### config.mk
export PLATFORM = sky130hd
export DESIGN_NAME = lsu_sized
export DESIGN_NICKNAME = d
export VERILOG_FILES = /design/src/rtl/lsu_sized.sv
export SDC_FILE = /design/constraint.sdc
export NUM_CORES = 1
export LEC_CHECK = 0
export ABC_AREA = 1
export BUFFER_PORTS_ARGS = -buffer_cell sky130_fd_sc_hd__buf_2
export CORE_ASPECT_RATIO = 2
export CORE_MARGIN = 5
export CORE_UTILIZATION = 45
export DETAILED_ROUTE_END_ITERATION = 10
export PLACE_DENSITY = 0.81
export SLEW_MARGIN = 20
export SYNTH_ARGS = -nofsm -noshare
export SYNTH_HDL_FRONTEND = slang
export SYNTH_SLANG_ARGS = --single-unit
### constraint.sdc
create_clock -name clk -period 4.2 [get_ports clk]
set_clock_uncertainty 0.05 [all_clocks]
set_input_delay 0.63 -clock clk [delete_from_list [all_inputs] [get_ports clk]]
set_output_delay 0.63 -clock clk [all_outputs]
set_load 0.02 [all_outputs]
### src/rtl/lsu_sized.sv
// Sized load/store unit for the RV32I core.
// Decodes one load or store per request, checks its size and alignment, and runs
// a variable-latency memory handshake with a bus timeout. Load results are
// lane-selected and sign- or zero-extended.
module lsu_sized #(
  parameter int unsigned ADDR_W  = 32,
  parameter int unsigned TIMEOUT = 15
) (
  input  logic              clk,
  input  logic              reset,
  input  logic              start,
  input  logic              is_store,
  input  logic [2:0]        funct3,
  input  logic [ADDR_W-1:0] addr,
  input  logic [31:0]       store_data,
  output logic              busy,
  output logic              done,
  output logic [31:0]       load_data,
  output logic              fault_misalign,
  output logic              fault_illegal,
  output logic              fault_bus,
  output logic              mem_req,
  output logic              mem_we,
  output logic [ADDR_W-1:0] mem_addr,
  output logic [3:0]        mem_wstrb,
  output logic [31:0]       mem_wdata,
  input  logic              mem_ack,
  input  logic [31:0]       mem_rdata
);

  typedef enum logic [1:0] {StIdle, StAccess, StDone} state_e;

  state_e            state_q, state_d;
  logic [7:0]        cnt_q, cnt_d;
  logic              store_q, store_d;
  logic [2:0]        funct3_q, funct3_d;
  logic [ADDR_W-1:0] addr_q, addr_d;
  logic [31:0]       sdata_q, sdata_d;
  logic [31:0]       load_data_q, load_data_d;
  logic              fault_misalign_q, fault_misalign_d;
  logic              fault_illegal_q, fault_illegal_d;
  logic              fault_bus_q, fault_bus_d;

  logic              req_illegal, req_misalign;
  logic [31:0]       rshift, load_ext;
  logic [3:0]        strb;
  logic [31:0]       wdata;

  // Classify the incoming request; illegal codes win over misalignment.
  always_comb begin
    req_illegal = 1'b1;
    if (is_store) begin
      case (funct3)
        3'b000, 3'b001, 3'b010: req_illegal = 1'b0;
        default:                req_illegal = 1'b1;
      endcase
    end else begin
      case (funct3)
        3'b000, 3'b001, 3'b010, 3'b100, 3'b101: req_illegal = 1'b0;
        default:                                req_illegal = 1'b1;
      endcase
    end
    req_misalign = ((funct3[1:0] == 2'b01) && addr[0]) ||
                   ((funct3[1:0] == 2'b10) && (addr[1:0] != 2'b00));
  end

  // Select the addressed lane of the read word and extend it.
  always_comb begin
    // Halfword accesses are aligned here, so the shift is 0 or 16 for them.
    rshift = mem_rdata >> {addr_q[1:0], 3'b000};
    case (funct3_q)
      3'b000:  load_ext = {{24{rshift[7]}}, rshift[7:0]};
      3'b001:  load_ext = {{16{rshift[15]}}, rshift[15:0]};
      3'b100:  load_ext = {24'h000000, rshift[7:0]};
      3'b101:  load_ext = {16'h0000, rshift[15:0]};
      default: load_ext = mem_rdata;
    endcase
  end

  // Build lane strobes and replicated write data for the latched store.
  always_comb begin
    case (funct3_q[1:0])
      2'b00: begin
        strb  = 4'b0001 << addr_q[1:0];
        wdata = {4{sdata_q[7:0]}};
      end
      2'b01: begin
        strb  = 4'b0011 << addr_q[1:0];
        wdata = {2{sdata_q[15:0]}};
      end
      default: begin
        strb  = 4'b1111;
        wdata = sdata_q;
      end
    endcase
  end

  // State and datapath registers.
  always_ff @(posedge clk or negedge reset) begin
    if (!reset) begin
      state_q          <= StIdle;
      cnt_q            <= 8'd0;
      store_q          <= 1'b0;
      funct3_q         <= 3'b000;
      addr_q           <= '0;
      sdata_q          <= 32'd0;
      load_data_q      <= 32'd0;
      fault_misalign_q <= 1'b0;
      fault_illegal_q  <= 1'b0;
      fault_bus_q      <= 1'b0;
    end else begin
      state_q          <= state_d;
      cnt_q            <= cnt_d;
      store_q          <= store_d;
      funct3_q         <= funct3_d;
      addr_q           <= addr_d;
      sdata_q          <= sdata_d;
      load_data_q      <= load_data_d;
      fault_misalign_q <= fault_misalign_d;
      fault_illegal_q  <= fault_illegal_d;
      fault_bus_q      <= fault_bus_d;
    end
  end

  // Next-state: accept in IDLE, wait for ack or timeout in ACCESS, one-cycle DONE.
  always_comb begin
    state_d          = state_q;
    cnt_d            = cnt_q;
    store_d          = store_q;
    funct3_d         = funct3_q;
    addr_d           = addr_q;
    sdata_d          = sdata_q;
    load_data_d      = load_data_q;
    // Fault flags are only ever set on the transition into DONE.
    fault_misalign_d = 1'b0;
    fault_illegal_d  = 1'b0;
    fault_bus_d      = 1'b0;
    case (state_q)
      StIdle: begin
        if (start) begin
          store_d  = is_store;
          funct3_d = funct3;
          addr_d   = addr;
          sdata_d  = store_data;
          cnt_d    = 8'd0;
          if (req_illegal) begin
            fault_illegal_d = 1'b1;
            state_d         = StDone;
          end else if (req_misalign) begin
            fault_misalign_d = 1'b1;
            state_d          = StDone;
          end else begin
            state_d = StAccess;
          end
        end
      end
      StAccess: begin
        // Ack in the same cycle the counter hits the limit still succeeds.
        if (mem_ack) begin
          if (!store_q) load_data_d = load_ext;
          state_d = StDone;
        end else if (cnt_q == 8'(TIMEOUT)) begin
          fault_bus_d = 1'b1;
          state_d     = StDone;
        end else begin
          cnt_d = cnt_q + 8'd1;
        end
      end
      StDone:  state_d = StIdle;
      default: state_d = StIdle;
    endcase
  end

  // Outputs decoded from state; memory signals are zero outside ACCESS.
  always_comb begin
    busy           = (state_q != StIdle);
    done           = (state_q == StDone);
    mem_req        = (state_q == StAccess);
    mem_we         = mem_req && store_q;
    mem_addr       = mem_req ? {addr_q[ADDR_W-1:2], 2'b00} : '0;
    mem_wstrb      = mem_we ? strb : 4'b0000;
    mem_wdata      = mem_we ? wdata : 32'd0;
    load_data      = load_data_q;
    fault_misalign = fault_misalign_q;
    fault_illegal  = fault_illegal_q;
    fault_bus      = fault_bus_q;
  end

endmodule

Word level (Yosys, flattened, before mapping)
Cells that the tools add are included.
W data, S select, Z words.
- flip-flop bits (word level): 113
- input bits: 104
- output and inout bits: 107
- word-level logic and storage cells: 78
- $add $sub $neg: 1
- equality and inequality tests: 17
- shift operators: 3
- muxes and demuxes: 29
- bitwise gates (word level): 1
- reduce and logical (&&, ||, !) cells: 17
- operators with widths (kind ; count):
    $pmux W32 S4 ; 1
    $mux W32 ; 2
    $pmux W32 S2 ; 1
    $shr A32 B5 Y16 ; 1
    $mux W8 ; 3
    $pmux W8 S2 ; 1
    $mux W1 ; 13
    $eq A3 B3 Y1 const B ; 4
    $mux W2 ; 5
    $add A8 B1 Y8 const B ; 1
    $eq A8 B4 Y1 const B ; 1
    $pmux W4 S2 ; 1
    $eq A2 B1 Y1 const B ; 3
    $eq A3 B1 Y1 const B ; 2
    $logic_not A3 Y1 ; 2
    $ne A2 B2 Y1 const B ; 3
    $reduce_bool A2 Y1 ; 3
    $reduce_or A5 Y1 ; 1
    $eq A2 B2 Y1 const B ; 2
    $logic_not A2 Y1 ; 2
    $mux W4 ; 1
    $pmux W2 S2 ; 1
    $reduce_and A2 Y1 ; 2
    $reduce_and A4 Y1 ; 1
    9 further kinds ; 11

Logic depth before layout (Yosys ltp)
Gate-level depths: netlist (run 1).
- depth after elaboration: 7
- mapped depth: 11
- gate-level depth less buffers: 9

Worst setup path after synthesis (run 1)
Ideal clock, no wire load.
- path type: register to output
- start point: register state_q[1]
- end point: output port mem_wdata[15]
- arrival time: 1.581 ns
- data required time: 3.520 ns
- setup slack: 1.939 ns
- cell stages (with the launch flop): 6
- buffers on the path: 0
- cells stage by stage: dfrtp_1 -> inv_1 -> nand2_2 -> nor2_2 -> inv_2 -> nor3_1
- cells in the longest elaborated chain, start to end: 3
- ends and longest elaborated chain (element ; line ; RTL):
    start: declaration ; 33 ; state_e state_q, state_d;
    start signal: assignment ; 101 ; state_q <= StIdle;
    start signal: assignment ; 112 ; state_q <= state_d;
    $eq A2 B1 Y1 ; 178 ; mem_req = (state_q == StAccess);
    $logic_and A1 B1 Y1 ; 179 ; mem_we = mem_req && store_q;
    net mem_we ; 23 ; output logic mem_we,
    $mux W32 ; 182 ; mem_wdata = mem_we ? wdata : 32'd0;
    end: declaration ; 26 ; output logic [31:0] mem_wdata,
The timed path passes the listed nets, and every way through them passes these cells.

Final worst setup path (run 1)
- start point: register funct3_q[1]
- end point: output port mem_wdata[12]
- cells in the longest elaborated chain, start to end: 3
- elaborated cells between the ends (all ways): 4
- those cells by class: eq/ne (1); mux (2); reduce/logical (1)
- ends and longest elaborated chain (element ; line ; RTL):
    start: declaration ; 36 ; logic [2:0] funct3_q, funct3_d;
    start signal: assignment ; 115 ; funct3_q <= funct3_d;
    $eq A2 B1 Y1 / $logic_not A2 Y1 (equally long branches) ; 82 ; case (funct3_q[1:0])
    $pmux W32 S2 * ; 82 ;
    $mux W32 * ; 182 ;
Mark *: on every way between the ends. The rest lies on a longest branch, timed or not.

==> flow_metrics.env, run 1 <==
export IMPL_area_growth_pct=26.8
export IMPL_worst_ep_arrival_time_ns=2.62
export IMPL_clock_path_buffers=2
export IMPL_hold_buffers=0
export IMPL_core_area_um2=13100
export IMPL_grt_ovfl_total=0
export IMPL_mostFrequentLayoutCells="207 x buf_2, 141 x nand2_1, 138 x nor2_1"
export IMPL_nNetsFinal=1062
export IMPL_endpoint_kind="primary output"
export IMPL_status="finished, final reports clean"
export IMPL_dieWidth_um=91.5
export IMPL_grtUsageTotal_pct=23.6
export IMPL_vias=5801
export IMPL_post_cts_resized=0
export IMPL_io_buffers=208
export IMPL_slew_headroom_pct=38.6
export IMPL_path_class="register to primary output"
export IMPL_synth_compound_area_share_pct=10.8
export IMPL_synth_cells=770
export IMPL_firstDrtPassIters=4
export IMPL_grt_setup_unrepaired="no"
export IMPL_min_period_ns=3.30
export IMPL_hold_viol=0
export IMPL_drive_above_1_share_pct=31.6
export IMPL_critPathMaxFanout=48
export IMPL_clock_fmax_mhz=303
export IMPL_fill_cells=1214
export IMPL_ys_seq_area_share_pct=47.3
export IMPL_worstMarginPinSlew_ns=0.920
export IMPL_path_clk_slew_ns=0.06
export IMPL_die_area_um2=15800
export IMPL_synth_top_family_by_area="simple AND/OR/NAND/NOR gates"
export IMPL_antenna_left=0
export IMPL_initial_core_util_pct=45.7
export IMPL_p_per_area_nw_per_um2=755
export IMPL_start_kind="register"
export IMPL_cts_sinks=113
export IMPL_yosys_area_share_simple_pct=27.5
export IMPL_drc=0
export IMPL_cts_inserted_buffers=17
export IMPL_ir_drop_uv=432
export IMPL_maxCapViolCount=0
export IMPL_postCtsSetupBuffers=0
export IMPL_root_buffer="clkbuf_16"
export IMPL_wl_met3_um=1270
export IMPL_clkLatencyLatePin_ns=0.40
export IMPL_top_layer="met4"
export IMPL_syn_area_per_cell_um2=7.76
export IMPL_num_rows=59
export IMPL_grt_max_degree=85
export IMPL_fin_tns_setup_ns=0
export IMPL_totalWireLength_um=18500
export IMPL_syn_cell_area_um2=5980
export IMPL_grt_pass1_vias=5866
export IMPL_ys_warn_count=0
export IMPL_synthDistinctLibCells=33
export IMPL_routabilityCongestion=0.905
export IMPL_cts_tree="done"
export IMPL_setup_violations=0
export IMPL_htree_levels=4
export IMPL_hold_class="input port to async pin"
export IMPL_hpwl_um=13800
export IMPL_grt_first_pass_wirelength_um=29300
export IMPL_mostFrequentLayoutCell="buf_2"
export IMPL_holdWs_ns=0.222
export IMPL_wl_met1_um=6400
export IMPL_timing_final_crit_share_pct=78.5
export IMPL_routedWlPerCell_um=16.5
export IMPL_synth_mux_area_share_pct=4.52
export IMPL_vias_per_cell=5.16
export IMPL_dr_wl_met2_um=9760
export IMPL_post_route_util_pct=58.0
export IMPL_p_leak_nw=4.28
export IMPL_synthAdderAreaFrac_pct=0.209
export IMPL_die_h_um=173
export IMPL_antenna_found_initial=3
export IMPL_synthXorXnorAreaFrac_pct=0
export IMPL_drt_iter0_drc=231
export IMPL_synth_seq_cells=113
export IMPL_drv_slew=0
export IMPL_io_pins=211
export IMPL_critPathRequiredTime_ns=3.52
==> synthesized netlist by cell type, drive strengths merged <==
master / instances / area share [%]
inv: 82 / 5.1
nand3b: 1 / 0.13
clkbuf: 12 / 0.75
or2: 19 / 2.0
conb: 1 / 0.063
ha: 1 / 0.21
o21bai: 2 / 0.25
nor3: 2 / 0.17
and2: 7 / 0.73
buf: 35 / 3.7
o221ai: 7 / 1.0
dfrtp: 113 / 47
nand4: 2 / 0.46
o21ai: 39 / 3.4
nor3b: 1 / 0.13
o22ai: 1 / 0.10
nand3: 61 / 5.2
nand2: 147 / 9.5
mux2: 24 / 4.5
a21oi: 71 / 6.0
nor2: 142 / 9.2
==> logic make-up after synthesis <==
| family | after synthesis |
|---|---|
| AND/OR/NAND/NOR | 382 |
| multiplexers | 24 |
| flip-flops | 113 |
| buffers and inverters | 129 |
| other | 1 |
| AO/OA/AOI/OAI | 120 |
| adder cells (fa/ha/maj) | 1 |
==> power by group <==
group          switching [mW]  internal, mW  total [mW]
clock network           0.522         0.847        1.37
registers               0.338          1.58        1.91
logic                    1.61         0.831        2.44
==> path summary, 6_finish.rpt <==
path	startpoint	end	slack, ns	cells past startpoint
worst min-delay path	reset	addr_q[21]	0.22	1
worst min register to register	load_data[13]	load_data[13]	0.43	2
min in group clk	store_data[8]	sdata_q[8]	0.40	2
worst max register to register	funct3_q[1]	load_data[21]	1.79	8
worst max-delay path	funct3_q[1]	mem_wdata[12]	0.90	6
max in group asynchronous	reset	sdata_q[12]	3.12	2
==> metrics by stage <==
stage / setup slack [ns] / power (mW) / instance area [um^2] / instances
floorplan: 1.94 / 3.64 / 5980 / 771
global placement: 1.37 / 4.32 / 7000 / 1090
detailed placement: 1.36 / 4.38 / 7000 / 1090
CTS: 0.924 / 5.77 / 7560 / 1122
global route: 0.710 / 6.14 / 7580 / 1125
finish: 0.904 / 5.72 / 7580 / 1125
==> worst max-delay path, cell delays in order, from the launching register on <==
cell and delay [ns]:
dfrtp_1 0.35, buf_4 0.23, inv_2 0.64, nand2_2 0.36, o221ai_1 0.35, nor2_1 0.10
buf_2 0.17
==> state kept, by name, summed over array words and instances, names as in the netlist <==
| signal | cells |
|---|---|
| state_q | 2 |
| load_data | 32 |
| store_q | 1 |
| addr_q | 32 |
| fault_misalign | 1 |
| fault_illegal | 1 |
| fault_bus | 1 |
| sdata_q | 32 |
| cnt_q | 8 |
| funct3_q | 3 |
==> metal layers <==
metal / vias to the layer above / global-route usage (%)
li1: 2817 / -
met1: 2638 / 24.1
met2: 277 / 41.8
met3: 69 / 5.57
met4: 0 / 16.1
met5: - / 0
==> area by class of cell <==
class | count | area [um^2] | area share, %
repair buffers | 214 | 1090 | 14.4
flip-flops and latches | 113 | 2830 | 37.3
multi-input cells | 529 | 2580 | 34.1
well taps | 152 | 190 | 2.51
clock buffers | 21 | 460 | 6.08
clock inverters | 11 | 108 | 1.42
inverters | 82 | 308 | 4.06
diodes | 3 | 7.51 | 0.0991
(Power assumes the default switching activity.)
==> run 2: changes to the inputs <==
- clock period: 4.2 -> 3.4 ns (I/O delays scaled with it)
==> flow_metrics.env, run 2 (synthesized netlist as in run 1, its figures left out) <==
export IMPL_initial_core_util_pct=45.7
export IMPL_slew_headroom_pct=40.6
export IMPL_endpoint_kind="primary output"
export IMPL_drive_above_1_share_pct=31.9
export IMPL_mostFrequentLayoutCell="buf_2"
export IMPL_start_kind="register"
export IMPL_p_leak_nw=4.28
export IMPL_die_h_um=173
export IMPL_totalWireLength_um=18100
export IMPL_min_period_ns=2.66
export IMPL_worstMarginPinSlew_ns=0.891
export IMPL_timing_final_crit_share_pct=78.2
export IMPL_post_cts_resized=0
export IMPL_final_cell_count_no_fill=1125
export IMPL_grt_ovfl_total=0
export IMPL_cp_top_family="simple AND/OR/NAND/NOR gates"
export IMPL_fin_tns_setup_ns=0
export IMPL_dpl_instance_area_um2=7010
export IMPL_critPathMaxFanout=22
export IMPL_routedWlPerCell_um=16.1
export IMPL_grt_setup_unrepaired="no"
export IMPL_hpwl_um=13600
export IMPL_antenna_found_initial=4
export IMPL_clock_path_buffers=2
export IMPL_path_class="register to primary output"
export IMPL_root_buffer="clkbuf_16"
export IMPL_cts_inserted_buffers=17
export IMPL_area_growth_pct=26.6
export IMPL_core_area_um2=13100
export IMPL_hold_class="input port to async pin"
export IMPL_status="finished, final reports clean"
export IMPL_io_buffers=208
export IMPL_grt_pass1_vias=5827
export IMPL_path_clk_slew_ns=0.06
export IMPL_drv_slew=0
export IMPL_grtUsageTotal_pct=23.1
export IMPL_firstDrtPassIters=7
export IMPL_place_ws_ns=1.14
export IMPL_postCtsSetupBuffers=0
export IMPL_vias=5766
export IMPL_nNetsFinal=1062
export IMPL_post_route_util_pct=57.9
export IMPL_routabilityCongestion=0.949
export IMPL_drt_iter0_drc=294
export IMPL_drc=0
export IMPL_num_rows=59
export IMPL_p_total_mw=7.02
export IMPL_dieWidth_um=91.5
export IMPL_worst_path_buf_inv=3
export IMPL_clock_fmax_mhz=376
export IMPL_p_per_area_nw_per_um2=928
export IMPL_vias_per_cell=5.13
export IMPL_antenna_left=0
export IMPL_clkLatencyLatePin_ns=0.41
export IMPL_max_stage_delay_ns=0.42
export IMPL_final_area_um2=7570
export IMPL_setup_violations=0
export IMPL_maxCapViolCount=0
export IMPL_worst_ep_arrival_time_ns=2.10
export IMPL_die_area_um2=15800
export IMPL_critPathRequiredTime_ns=2.84
export IMPL_hold_buffers=0
export IMPL_io_pins=211
export IMPL_ir_drop_uv=572
export IMPL_cts_tree="done"
export IMPL_dp_cells=1090
export IMPL_holdWs_ns=0.110
export IMPL_grt_first_pass_wirelength_um=28700
export IMPL_crit_slowest_cell="dfrtp_1"
export IMPL_grt_max_degree=83
export IMPL_cts_sinks=113
export IMPL_hold_viol=0
export IMPL_htree_levels=4
export IMPL_mostFrequentLayoutCells="207 x buf_2, 141 x nand2_1, 138 x nor2_1"
export IMPL_path_cells="inv_1 > nand2_2 > nor2_2 > inv_2 > nor2_1 > buf_2"
export IMPL_finalWorstSetupSlack_ns=0.740
[run 2: cell types whose count changed in the layout (fill, tap and decap cells not counted), sizes merged]
cell      delta
inv          +7
clkbuf       -4
bufinv       -1
clkinv       -1
clkinvlp     -1
[run 2: final cells by class]
class,instances,area [um^2]
Fill cell,1232,5500
Antenna cell,3,7.51
Clock buffer,17,425
Inverter,82,308
Clock inverter,15,124
Multi-Input combinational cell,529,2580
Tap cell,152,190
Sequential cell,113,2830
Timing Repair Buffer,214,1100
[run 2: routing by layer]
metal	vias to the layer above	global-route usage [%]	wire length, um
met1	2635	23.2	6130
met3	71	6.48	1350
met5	-	0	13
li1	2812	-	-
met2	246	39.9	9350
met4	2	16.6	1250
[run 2: worst paths after layout]
kind | slack (ns) | end | cells past startpoint | from
worst max-delay path | 0.74 | mem_wstrb[0] | 6 | state_q[1]
worst min-delay path | 0.11 | cnt_q[6] | 1 | reset
worst max register to register | 1.18 | load_data[31] | 9 | addr_q[0]
worst min register to register | 0.43 | load_data[8] | 2 | load_data[8]
max in group asynchronous | 2.41 | sdata_q[19] | 2 | reset
min in group clk | 0.28 | sdata_q[30] | 2 | store_data[30]
[run 2: report_power, final]
group	leakage, nW	switching (mW)	internal [mW]
clock network	0.261	0.704	0.951
registers	1.35	0.400	1.95
logic	2.67	1.99	1.03
total	4.28	3.10	3.93
